File: src/rtl/byte_lanes_pkg.sv
// Shared types and constants for the byte striping datapath.
// One byte stream is spread round-robin across LANES lanes.
package byte_lanes_pkg;

  localparam int LANES = 4;
  localparam int WIDTH = 8;
  localparam logic [WIDTH-1:0] PAD_BYTE = 8'hBC;

  typedef logic [WIDTH-1:0] lane_byte_t;
  typedef lane_byte_t [LANES-1:0] lane_group_t;
  typedef logic [1:0] lane_idx_t;

  typedef enum logic {FILL, HOLD} stage_state_t;
  typedef enum logic {EMPTY, FULL} out_state_t;

endpackage

File: src/rtl/byte_striping_if.sv
// Byte-in / lane-group-out bus of the striping block.
// The slave modport is the striping block; the master modport is its environment.
interface byte_striping_if;
  import byte_lanes_pkg::*;

  lane_byte_t in_data;
  logic       in_valid;
  logic       in_ready;
  logic       flush;
  lane_byte_t Lane_0;
  lane_byte_t Lane_1;
  lane_byte_t Lane_2;
  lane_byte_t Lane_3;
  logic       lanes_valid;
  logic       lanes_ready;
  lane_idx_t  lane_idx;
  logic       busy;

  modport master (
    output in_data, in_valid, flush, lanes_ready,
    input  in_ready, Lane_0, Lane_1, Lane_2, Lane_3, lanes_valid, lane_idx, busy
  );

  modport slave (
    input  in_data, in_valid, flush, lanes_ready,
    output in_ready, Lane_0, Lane_1, Lane_2, Lane_3, lanes_valid, lane_idx, busy
  );

endinterface

File: src/rtl/byte_stripe_stage.sv
// Staging bank: collects bytes into a lane group, pads on flush, and holds a
// finished group while the output bank is still occupied.
module byte_stripe_stage
  import byte_lanes_pkg::*;
(
  input  logic        clk,
  input  logic        reset_L,
  input  lane_byte_t  in_data,
  input  logic        in_valid,
  input  logic        flush,
  input  logic        out_free,
  output logic        in_ready,
  output lane_idx_t   lane_idx,
  output logic        stage_full,
  output logic        transfer,
  output lane_group_t group_data
);

  stage_state_t state_q, state_d;
  lane_idx_t    idx_q, idx_d;
  lane_group_t  stage_q, stage_d;
  logic         accept;
  logic         complete;
  logic [2:0]   fill_from;

  always_ff @(posedge clk or negedge reset_L) begin
    if (!reset_L) begin
      state_q <= FILL;
      idx_q   <= '0;
      stage_q <= '0;
    end else begin
      state_q <= state_d;
      idx_q   <= idx_d;
      stage_q <= stage_d;
    end
  end

  // A completed group resets the index at once, so a held group never looks partial.
  always_comb begin
    state_d   = state_q;
    idx_d     = idx_q;
    stage_d   = stage_q;
    complete  = 1'b0;
    transfer  = 1'b0;
    accept    = in_valid && (state_q == FILL);
    fill_from = {1'b0, idx_q} + {2'b00, accept};
    if (state_q == FILL) begin
      if (accept) begin
        stage_d[idx_q] = in_data;
        idx_d          = idx_q + 2'd1;
      end
      complete = (accept && ((idx_q == 2'd3) || flush)) ||
                 (flush && (idx_q != 2'd0) && !accept);
      if (complete) begin
        for (int k = 0; k < LANES; k++) begin
          if (3'(k) >= fill_from) stage_d[k] = PAD_BYTE;
        end
        idx_d    = '0;
        transfer = out_free;
        if (!out_free) state_d = HOLD;
      end
    end else if (out_free) begin
      transfer = 1'b1;
      state_d  = FILL;
    end
  end

  assign in_ready   = (state_q == FILL);
  assign stage_full = (state_q == HOLD);
  assign lane_idx   = idx_q;
  assign group_data = stage_d;

endmodule

File: src/rtl/byte_striping.sv
// Transmit-side byte striping: staging bank feeding a registered output bank,
// so input keeps flowing while a full group waits for the serializer.
module byte_striping
  import byte_lanes_pkg::*;
(
  input logic             clk,
  input logic             reset_L,
  byte_striping_if.slave  bus
);

  out_state_t  out_q, out_d;
  lane_group_t lanes_q, lanes_d;
  logic        out_free;
  logic        transfer;
  logic        stage_full;
  logic        stage_ready;
  lane_idx_t   stage_idx;
  lane_group_t group_data;

  assign out_free = (out_q == EMPTY) || bus.lanes_ready;

  byte_stripe_stage u_stage (
    .clk        (clk),
    .reset_L    (reset_L),
    .in_data    (bus.in_data),
    .in_valid   (bus.in_valid),
    .flush      (bus.flush),
    .out_free   (out_free),
    .in_ready   (stage_ready),
    .lane_idx   (stage_idx),
    .stage_full (stage_full),
    .transfer   (transfer),
    .group_data (group_data)
  );

  // A transfer on the same edge as a drain keeps the bank full with new data.
  always_comb begin
    out_d   = out_q;
    lanes_d = lanes_q;
    if (transfer) begin
      out_d   = FULL;
      lanes_d = group_data;
    end else if ((out_q == FULL) && bus.lanes_ready) begin
      out_d = EMPTY;
    end
  end

  always_ff @(posedge clk or negedge reset_L) begin
    if (!reset_L) begin
      out_q   <= EMPTY;
      lanes_q <= '0;
    end else begin
      out_q   <= out_d;
      lanes_q <= lanes_d;
    end
  end

  assign bus.in_ready    = stage_ready;
  assign bus.lane_idx    = stage_idx;
  assign bus.lanes_valid = (out_q == FULL);
  assign bus.Lane_0      = lanes_q[0];
  assign bus.Lane_1      = lanes_q[1];
  assign bus.Lane_2      = lanes_q[2];
  assign bus.Lane_3      = lanes_q[3];
  assign bus.busy        = (stage_idx != 2'd0) || stage_full || (out_q == FULL);

endmodule

File: src/flat_wrapper.sv
// flat-port wrapper written by rule: the top's interface ports become plain ports
module byte_striping_flat import byte_lanes_pkg::*;
  (clk, reset_L, bus_in_data, bus_in_valid, bus_flush, bus_lanes_ready, bus_in_ready, bus_Lane_0, bus_Lane_1, bus_Lane_2, bus_Lane_3, bus_lanes_valid, bus_lane_idx, bus_busy);
  byte_striping_if bus_i ();
  input logic clk;
  input logic reset_L;
  input wire logic [$bits(bus_i.in_data)-1:0] bus_in_data;
  input wire logic [$bits(bus_i.in_valid)-1:0] bus_in_valid;
  input wire logic [$bits(bus_i.flush)-1:0] bus_flush;
  input wire logic [$bits(bus_i.lanes_ready)-1:0] bus_lanes_ready;
  output wire logic [$bits(bus_i.in_ready)-1:0] bus_in_ready;
  output wire logic [$bits(bus_i.Lane_0)-1:0] bus_Lane_0;
  output wire logic [$bits(bus_i.Lane_1)-1:0] bus_Lane_1;
  output wire logic [$bits(bus_i.Lane_2)-1:0] bus_Lane_2;
  output wire logic [$bits(bus_i.Lane_3)-1:0] bus_Lane_3;
  output wire logic [$bits(bus_i.lanes_valid)-1:0] bus_lanes_valid;
  output wire logic [$bits(bus_i.lane_idx)-1:0] bus_lane_idx;
  output wire logic [$bits(bus_i.busy)-1:0] bus_busy;
  assign bus_i.in_data = bus_in_data;
  assign bus_i.in_valid = bus_in_valid;
  assign bus_i.flush = bus_flush;
  assign bus_i.lanes_ready = bus_lanes_ready;
  assign bus_in_ready = bus_i.in_ready;
  assign bus_Lane_0 = bus_i.Lane_0;
  assign bus_Lane_1 = bus_i.Lane_1;
  assign bus_Lane_2 = bus_i.Lane_2;
  assign bus_Lane_3 = bus_i.Lane_3;
  assign bus_lanes_valid = bus_i.lanes_valid;
  assign bus_lane_idx = bus_i.lane_idx;
  assign bus_busy = bus_i.busy;
  byte_striping u_core (.clk(clk), .reset_L(reset_L), .bus(bus_i));
endmodule
File: config.mk
export PLATFORM = sky130hd
export DESIGN_NAME = byte_striping_flat
export DESIGN_NICKNAME = d
export VERILOG_FILES = /design/src/rtl/byte_lanes_pkg.sv /design/src/rtl/byte_striping_if.sv /design/src/rtl/byte_stripe_stage.sv /design/src/rtl/byte_striping.sv /design/src/flat_wrapper.sv
export SDC_FILE = /design/constraint.sdc
export NUM_CORES = 1
export LEC_CHECK = 0
export BUFFER_PORTS_ARGS = -buffer_cell sky130_fd_sc_hd__buf_4
export CAP_MARGIN = 20
export CORE_AREA = 10 10 89 91
export DETAILED_ROUTE_END_ITERATION = 8
export DIE_AREA = 0 0 99 101
export PLACE_DENSITY = 0.7
export SYNTH_ARGS = -nofsm -noshare
export SYNTH_HDL_FRONTEND = slang
export SYNTH_SLANG_ARGS = --single-unit
File: constraint.sdc
create_clock -name clk -period 3 [get_ports clk]
set_clock_uncertainty 0.15 [all_clocks]
set_input_delay 0.3 -clock clk [delete_from_list [all_inputs] [get_ports clk]]
set_output_delay 0.3 -clock clk [all_outputs]
set_load 0.01 [all_outputs]
# == After elaboration in Yosys (flattened, before gate mapping) ==
# Index checks and enable logic that the tools add are counted.
# word_totals
latchBits,0
inputBits,13
ramBits,0
output_inout_bits,37
rom_bits,0
reg_bits,68
mem_count,0
word_cells,58
# op_classes
reduce_logical,16
multipliers,0
shifts,0
addsub,2
order_cmp,6
div,0
mux,20
eq_ne,1
bitwise,2
# ops
operator,count
32-bit two-way mux,3
8-bit two-way mux,5
32-bit bitwise mux,1
8-bit demux with 2-bit select,1
1-bit two-way mux,8
"1-bit by 3-bit >= comparator with 1-bit output, first input constant",2
"2-bit by 3-bit >= comparator with 1-bit output, first input constant",2
1-bit logical AND,6
2-bit nonzero test,3
1-bit logical OR,5
2-bit two-way mux,2
2-bit by 1-bit adder with 3-bit output,1
"2-bit by 3-bit < comparator with 1-bit output, second input constant",1
"2-bit by 1-bit adder with 2-bit output, second input constant",1
"2-bit == test, second input constant",1
"2-bit by 1-bit >= comparator with 1-bit output, second input constant",1
1-bit NOT,2
2-bit AND reduction,1
1-bit zero test,1

# == Depth between registers and ports, before layout ==
# Gate-level depths: netlist of run 1.
# depth
ltp_word,9
mapped_depth,9

# == Cells and area by module ==
# A second synthesis of run 1 with hierarchy kept.
# hier_totals
cells_unflattened,253
area_unflattened_um2,3046.7
# modules_own_cells
module,area_per_inst_um2,cells_each,instances
byte_stripe_stage,1660.3,181,1
byte_striping,1386.3,72,1

# == Worst setup path after synthesis of run 1 ==
# OpenSTA, ideal clock, no wires.
# synth_path
path_type,register to register
start,register u_core.u_stage.state_q (netlist: u_core.u_stage.stage_full)
end,register u_core.lanes_q (netlist bit u_core.bus.Lane_2[2])
path_stages_with_launch,8
t_required_ns,2.699
setup_slack_ns,0.810
synth_period_minus_slack_ns,2.190
arrival_ns,1.889
n_path_buf,1
path_cell_list,dfrtp_1 > buf_2 > nor2b_1 > nand2_1 > ha_1 > and3b_1 > o21ai_1 > a31oi_1
# synth_between
elab_chain_cells,7
elab_cells_between_ends,14
# synth_rtl
item,line_no,source
start: declaration,byte_stripe_stage.sv:19,"stage_state_t state_q, state_d;"
start signal: assignment,byte_stripe_stage.sv:32,state_q <= state_d;
1-bit NOT,byte_stripe_stage.sv:45,accept = in_valid && (state_q == FILL);
1-bit logical AND,byte_stripe_stage.sv:45,
2-bit by 1-bit adder with 3-bit output or 1-bit zero test (tied branches),"byte_stripe_stage.sv:46, byte_stripe_stage.sv:53",
2-bit by 3-bit >= comparator with 1-bit output or 1-bit logical AND (tied branches),"byte_stripe_stage.sv:56, byte_stripe_stage.sv:53",
8-bit two-way mux or 1-bit logical OR (tied branches),"byte_stripe_stage.sv:56, byte_stripe_stage.sv:52",
32-bit two-way mux or 1-bit two-way mux (tied branches),byte_stripe_stage.sv:54,if (complete) begin
32-bit two-way mux or 1-bit two-way mux (tied branches),byte_stripe_stage.sv:47,if (state_q == FILL) begin
end signal: assignment,byte_striping.sv:54,lanes_q <= lanes_d;
end: declaration,byte_striping.sv:12,"lane_group_t lanes_q, lanes_d;"
# Several ways; a longest one is shown, not always the timed one.
# A chain may end at the register's enable or synchronous reset.

# == Worst setup path after layout of run 1 ==
# layout_path
start,register u_core.u_stage.state_q (netlist: u_core.u_stage.stage_full)
end,register u_core.lanes_q (netlist bit u_core.bus.Lane_2[4])
# The elaborated chain is that of the path after synthesis.

==> results.json, run 1 <==
{
  "antenna_cells": 0,
  "cpPeakStageDelay_ns": 0.55,
  "rows": 29,
  "antenna_found_initial": 0,
  "status": "completed",
  "drt-total-wl_mm": 6.643,
  "area_growth_pct": 21.63,
  "nets": 330,
  "switchingPower_mw": 1.334,
  "grt_setup_unrepaired": "false",
  "core-area_mm2": 0.006205,
  "io_pins": 50,
  "dp_hpwl_mm": 4.624,
  "path_max_fanout": 12,
  "syn_area_mm2": 0.002968,
  "final_area_mm2": 0.003610,
  "relSlewSlack_pct": 44.67,
  "seqPwrFrac_pct": 37.9,
  "via_per_inst": 5.312,
  "initial_core_util_pct": 47.83,
  "critPathBufInv": 0,
  "arrival_ns": 2.64,
  "syn_nets": 279,
  "cts_root_buffer": "clkbuf_8",
  "synth.most_common_cell": "dfrtp_1",
  "clk_pin_slew_ns": 0.07,
  "postRouteAntennaNets": 0,
  "max_cap_viol_count": 0,
  "gr-total-overflow": 0,
  "synth.largest_area_cell": "dfrtp_1",
  "r2r_setup_slack_ns": 0.40,
  "tritoncts": "yes",
  "worstSetupPathType": "reg2reg",
  "setup_viol": 0,
  "seqCellArea_mm2": 0.001702,
  "clock_sinks": 68,
  "synth_edf_count": 0,
  "finalSetupTns_ns": 0,
  "final.min_clock_period_ns": 2.602,
  "ys_types": 36,
  "wl_per_cell_um": 16.99,
  "p_sw_share_pct": 35.21,
  "required_ns": 3.03,
  "async_flop_share_pct": 100.0,
  "critical_path.slowest_cell": "o21ai_1",
  "yosysWarnings": 0,
  "via_count": 2077,
  "fill_cells": 543,
  "power_frac_clock_pct": 21.6,
  "ys_top_cells_by_area": "dfrtp_1, nand2_1, mux2i_1",
  "placed_area_mm2": 0.003378,
  "grt_max_degree": 69,
  "numCtsBuffers": 9,
  "crit_chain": "nor2b_1, nand2_1, ha_1, and3b_1, o21ai_1, a31oi_1",
  "syn_area_per_cell_um2": 11.50,
  "ir_drop_v": 0.0005409,
  "power_mw": 3.788,
  "multi_input_area_mm2": 0.001154,
  "die_area_mm2": 0.009999,
  "combPwrFrac_pct": 40.6,
  "synth_common_cells": "dfrtp_1, nand2_1, nor2_1",
  "fin_util_pct": 58.18,
  "ys_ff_latch": 68,
  "syn_inst": 258,
  "post-route-period-util_pct": 86.73,
  "die_h_um": 101,
  "drt_iter0_drc": 104,
  "insertion_delay_ns": 0.34,
  "layout-drive-gt1-share_pct": 26.75,
  "start_kind": "flop",
  "synth_top_cell_area_share_pct": 57.34,
  "hp-class": "in2reg",
  "cp-end-kind": "flop",
  "p_int_mw": 2.454,
  "slew_violations": 0,
  "clock_path_buffers": 2,
  "yosysSeqAreaShare_pct": 57.34,
  "ys.flop_type": "dfrtp_1",
  "grt_pass1_vias": 2188,
  "leakage_nw": 1.723,
  "drc_errors": 0,
  "power.density_mw_per_mm2": 1049,
  "hold_viol_final": 0,
  "track_usage_pct": 13.81,
  "die_w_um": 99,
  "worst_pin_slew_ns": 0.8300,
  "portBuffers": 49,
  "drtPass1Iterations": 5,
  "htree_levels": 3,
  "max_freq_mhz": 384.3,
  "path_delay_family": "simple AND/OR/NAND/NOR gates",
  "post-cts-setup-buffers": 0,
  "grt_pass1_wl_mm": 11.06,
  "routabilityCongestion": 0.8059
}
registers in the layout, indices dropped and copies added, names as in the netlist:
register,cells
u_core.bus.Lane_3,8
u_core.u_stage.stage_q,32
u_core.u_stage.lane_idx,2
u_core.bus.lanes_valid,1
u_core.bus.Lane_1,8
u_core.u_stage.stage_full,1
u_core.bus.Lane_0,8
u_core.bus.Lane_2,8
final timing paths:
| path | startpoint | endpoint | cells after the start |
|---|---|---|---|
| worst max-delay path | u_core.u_stage.stage_full | u_core.bus.Lane_2[4] | 6 |
| worst min-delay path | bus_in_data[3] | u_core.u_stage.stage_q[27] | 3 |
| worst max register to register | u_core.u_stage.stage_full | u_core.bus.Lane_2[4] | 6 |
| worst min register to register | u_core.bus.Lane_2[1] | u_core.bus.Lane_2[1] | 2 |
| max in group asynchronous | reset_L | u_core.u_stage.stage_q[10] | 2 |
| min in group asynchronous | reset_L | u_core.bus.Lane_0[6] | 2 |
placed cells by master, fill, tap and decap left out, drive strengths merged, types with 2 or more instances in the layout:
| master | instances |
|---|---|
| clkbuf | 13 |
| o31ai | 4 |
| nor2b | 2 |
| a21oi | 10 |
| xnor2 | 2 |
| o21ai | 3 |
| nand2 | 49 |
| o21a | 2 |
| a31oi | 10 |
| mux2i | 16 |
| a41oi | 5 |
| inv | 5 |
| nand3b | 3 |
| ha | 8 |
| buf | 51 |
| mux2 | 14 |
| nand2b | 3 |
| dfrtp | 68 |
| nor2 | 21 |
| nand3 | 11 |
| and3b | 3 |
routing by layer:
metal	vias to the layer above	share of wire [%]	GRT usage (%)
met5	-	0	0
met1	1028	47	17.38
met2	41	47	21.54
li1	1000	-	-
met3	8	4.8	4.664
met4	0	1.3	4.961
final cells by class:
class	count	area share, %
clock buffers	13	4.957
clock inverters	3	1.179
inverters	5	0.5199
multi-input cells	173	31.96
flip-flops and latches	68	47.14
well taps	77	2.669
repair buffers	52	11.58
repair_timing:
item | in CTS | in global routing
setup endpoints to repair | 0 | 0
endpoints found under the hold margin | 68 | 0
hold buffers | 1 | 0
resized for setup | 0 | 0
cells by family (layout without fill, tap and decap cells):
group | Yosys count | in the layout | share of synthesized area, %
and+or+nand+nor | 93 | 93 | 13.66
DFF | 68 | 68 | 57.34
AOI/OAI and AO/OA | 40 | 40 | 9.233
muxes | 30 | 30 | 11.97
buffers and inverters | 17 | 73 | 3.836
adders and majority gates | 8 | 8 | 3.373
xor gates and xnor gates | 2 | 2 | 0.5903
power by group through the flow:
stage	Combinational, mW	Clock [mW]	Sequential (mW)
after floorplan	0.940	0	1.50
after global placement	1.52	0	1.44
after detailed placement	1.55	0	1.45
after CTS	1.57	0.833	1.44
after global routing	1.71	0.876	1.48
final	1.54	0.817	1.43
through the flow:
| stage | setup slack (ns) | hold WS [ns] | std cells |
|---|---|---|---|
| after global routing | 0.2204 | 0.09649 | 391 |
| after floorplan | 0.8098 | -0.1456 | 258 |
| after CTS | 0.3768 | 0.07899 | 391 |
| after global placement | 0.4538 | 0.2985 | 374 |
| after detailed placement | 0.4186 | 0.3156 | 374 |
| final | 0.3981 | 0.09587 | 391 |
tightest hold or removal path: cells and delay by family:
kind / cells / cell delay (ns)
and+or+nand+nor: 2 / 0.14
buffers and inverters: 1 / 0.11
Power figures use the tool's default switching activity.
==> run 2, diff against run 1 <==
--- a/config.mk
+++ b/config.mk
@@ -10,7 +10,8 @@
 export CORE_AREA = 10 10 89 91
 export DETAILED_ROUTE_END_ITERATION = 8
 export DIE_AREA = 0 0 99 101
-export PLACE_DENSITY = 0.7
+export MAX_ROUTING_LAYER = met4
+export PLACE_DENSITY = 0.67
 export SYNTH_ARGS = -nofsm -noshare
 export SYNTH_HDL_FRONTEND = slang
 export SYNTH_SLANG_ARGS = --single-unit
==> run 2 against run 1 <==
Net effect: final cell count down 0.26%; utilization down 1.3 points; maximum frequency up 0.58%; critical endpoint is now u_core.bus.Lane_2[2]; register-to-register slack better by 0.02 ns; flip-flop and latch count unchanged; highest routed layer unchanged; sequential share of layout area up 1.0 points; via count down 2.4%; combinational power down 3%; total power down 5.2%; routed wire length down 3.8%; largest power group unchanged.
==> results.json, run 2 (synthesis gave the netlist of run 1 again) <==
{
  "status": "completed",
  "cp-end-kind": "flop",
  "drt-total-wl_mm": 6.392,
  "relSlewSlack_pct": 43.57,
  "area_growth_pct": 19.01,
  "max_cap_viol_count": 0,
  "postRouteAntennaNets": 0,
  "path_max_fanout": 12,
  "leakage_nw": 1.693,
  "grt_pass1_vias": 2084,
  "rows": 29,
  "track_usage_pct": 13.67,
  "grt_pass1_wl_mm": 10.68,
  "final_common_cell": "dfrtp_1",
  "post-route-period-util_pct": 86.23,
  "clock_sinks": 68,
  "insertion_delay_ns": 0.33,
  "routabilityCongestion": 0.8933,
  "final.min_clock_period_ns": 2.587,
  "largest-register": "u_core.u_stage.stage_q",
  "wl_per_cell_um": 16.39,
  "worst_pin_slew_ns": 0.8393,
  "tritoncts": "yes",
  "via_per_inst": 5.200,
  "numCtsBuffers": 9,
  "via_count": 2028,
  "required_ns": 3.02,
  "grt_setup_unrepaired": "false",
  "drtPass1Iterations": 5,
  "initial_core_util_pct": 47.83,
  "pre_cts_ws_ns": 0.4099,
  "clock_path_buffers": 2,
  "portBuffers": 49,
  "post-cts-setup-buffers": 0,
  "die_h_um": 101,
  "dp_hpwl_mm": 4.571,
  "power_mw": 3.589,
  "cts_root_buffer": "clkbuf_8",
  "finalSetupTns_ns": 0,
  "slew_violations": 0,
  "core-area_mm2": 0.006205,
  "nets": 330,
  "die_area_mm2": 0.009999,
  "hp-class": "in2reg",
  "worstSetupPathType": "reg2reg",
  "die_w_um": 99,
  "hold_viol_final": 0,
  "fin_ws_ns": 0.4132,
  "ir_drop_v": 0.0006571,
  "layout_common_cells": "dfrtp_1, buf_4, nand2_1",
  "setup_viol": 0,
  "drt_iter0_drc": 154,
  "clk_pin_slew_ns": 0.07,
  "arrival_ns": 2.60,
  "io_pins": 50,
  "layout-drive-gt1-share_pct": 25.88,
  "power.density_mw_per_mm2": 1016,
  "antenna_found_initial": 0,
  "max_freq_mhz": 386.6,
  "r2r_setup_slack_ns": 0.41,
  "grt_max_degree": 69,
  "cts_resized": 0,
  "gr-total-overflow": 0,
  "largest_reg_flops": 32,
  "drc_errors": 0,
  "start_kind": "flop",
  "htree_levels": 3,
  "antenna_cells": 0
}
-- run 2: cell types whose count changed in the layout (fill, tap and decap cells not counted), sizes merged --
cell,delta
bufinv,-1
clkinv,+1
clkinvlp,-1
-- run 2: per-layer routing --
metal	share of wire, %	wire (um)	up-vias	global-route usage [%]
li1	-	-	1003	-
met1	46	2909	961	17.32
met2	48	3067	56	20.29
met3	5.2	332	8	3.086
met4	1.3	82	0	6.395
met5	0	0	-	-
-- run 2: where the power goes --
group	switching, mW	total [mW]	leakage, nW	internal, mW
sequential	0.172	1.43	0.763	1.26
clock	0.316	0.655	0.0893	0.339
combinational	0.809	1.50	0.840	0.693
-- run 2: final timing paths --
path,start,to,cells after the start
max in group asynchronous,reset_L,u_core.bus.Lane_1[2],2
min reg2reg,u_core.bus.Lane_2[1],u_core.bus.Lane_2[1],2
max,u_core.u_stage.stage_full,u_core.bus.Lane_2[2],6
min in group asynchronous,reset_L,u_core.bus.Lane_3[6],2
min,bus_in_data[3],u_core.u_stage.stage_q[27],3
max reg2reg,u_core.u_stage.stage_full,u_core.bus.Lane_2[2],6
-- run 2: critical path, cell delays in order (launching register included) --
cell,delay (ns)
dfrtp_1,0.50
nor2b_1,0.35
nand2_1,0.16
ha_1,0.31
and3b_1,0.20
o21ai_1,0.56
a31oi_1,0.19
-- run 2: stage by stage --
step                util, %  hold WS [ns]  area (um2)  std cells
floorplan                 -       -0.1456        2968        258
global placement      54.04        0.3070        3353        374
detailed placement    54.04        0.3123        3353        374
CTS                   56.93       0.09777        3532        390
global route          56.93        0.1140        3532        390
finish                56.93        0.1070        3532        390
-- run 2: layout make-up --
cell class / instances / area, um2
clock buffers: 13 / 158.9
clock inverters: 2 / 10.01
fillers: 540 / 2673
inverters: 5 / 18.77
multi-input cells: 173 / 1154
flip-flops and latches: 68 / 1702
well taps: 77 / 96.34
repair buffers: 52 / 392.9
-- run 2: what timing repair did --
action	4_1_cts	5_1_grt
hold buffers	1	0
setup endpoints to repair	0	0
endpoints found under the hold margin	68	0
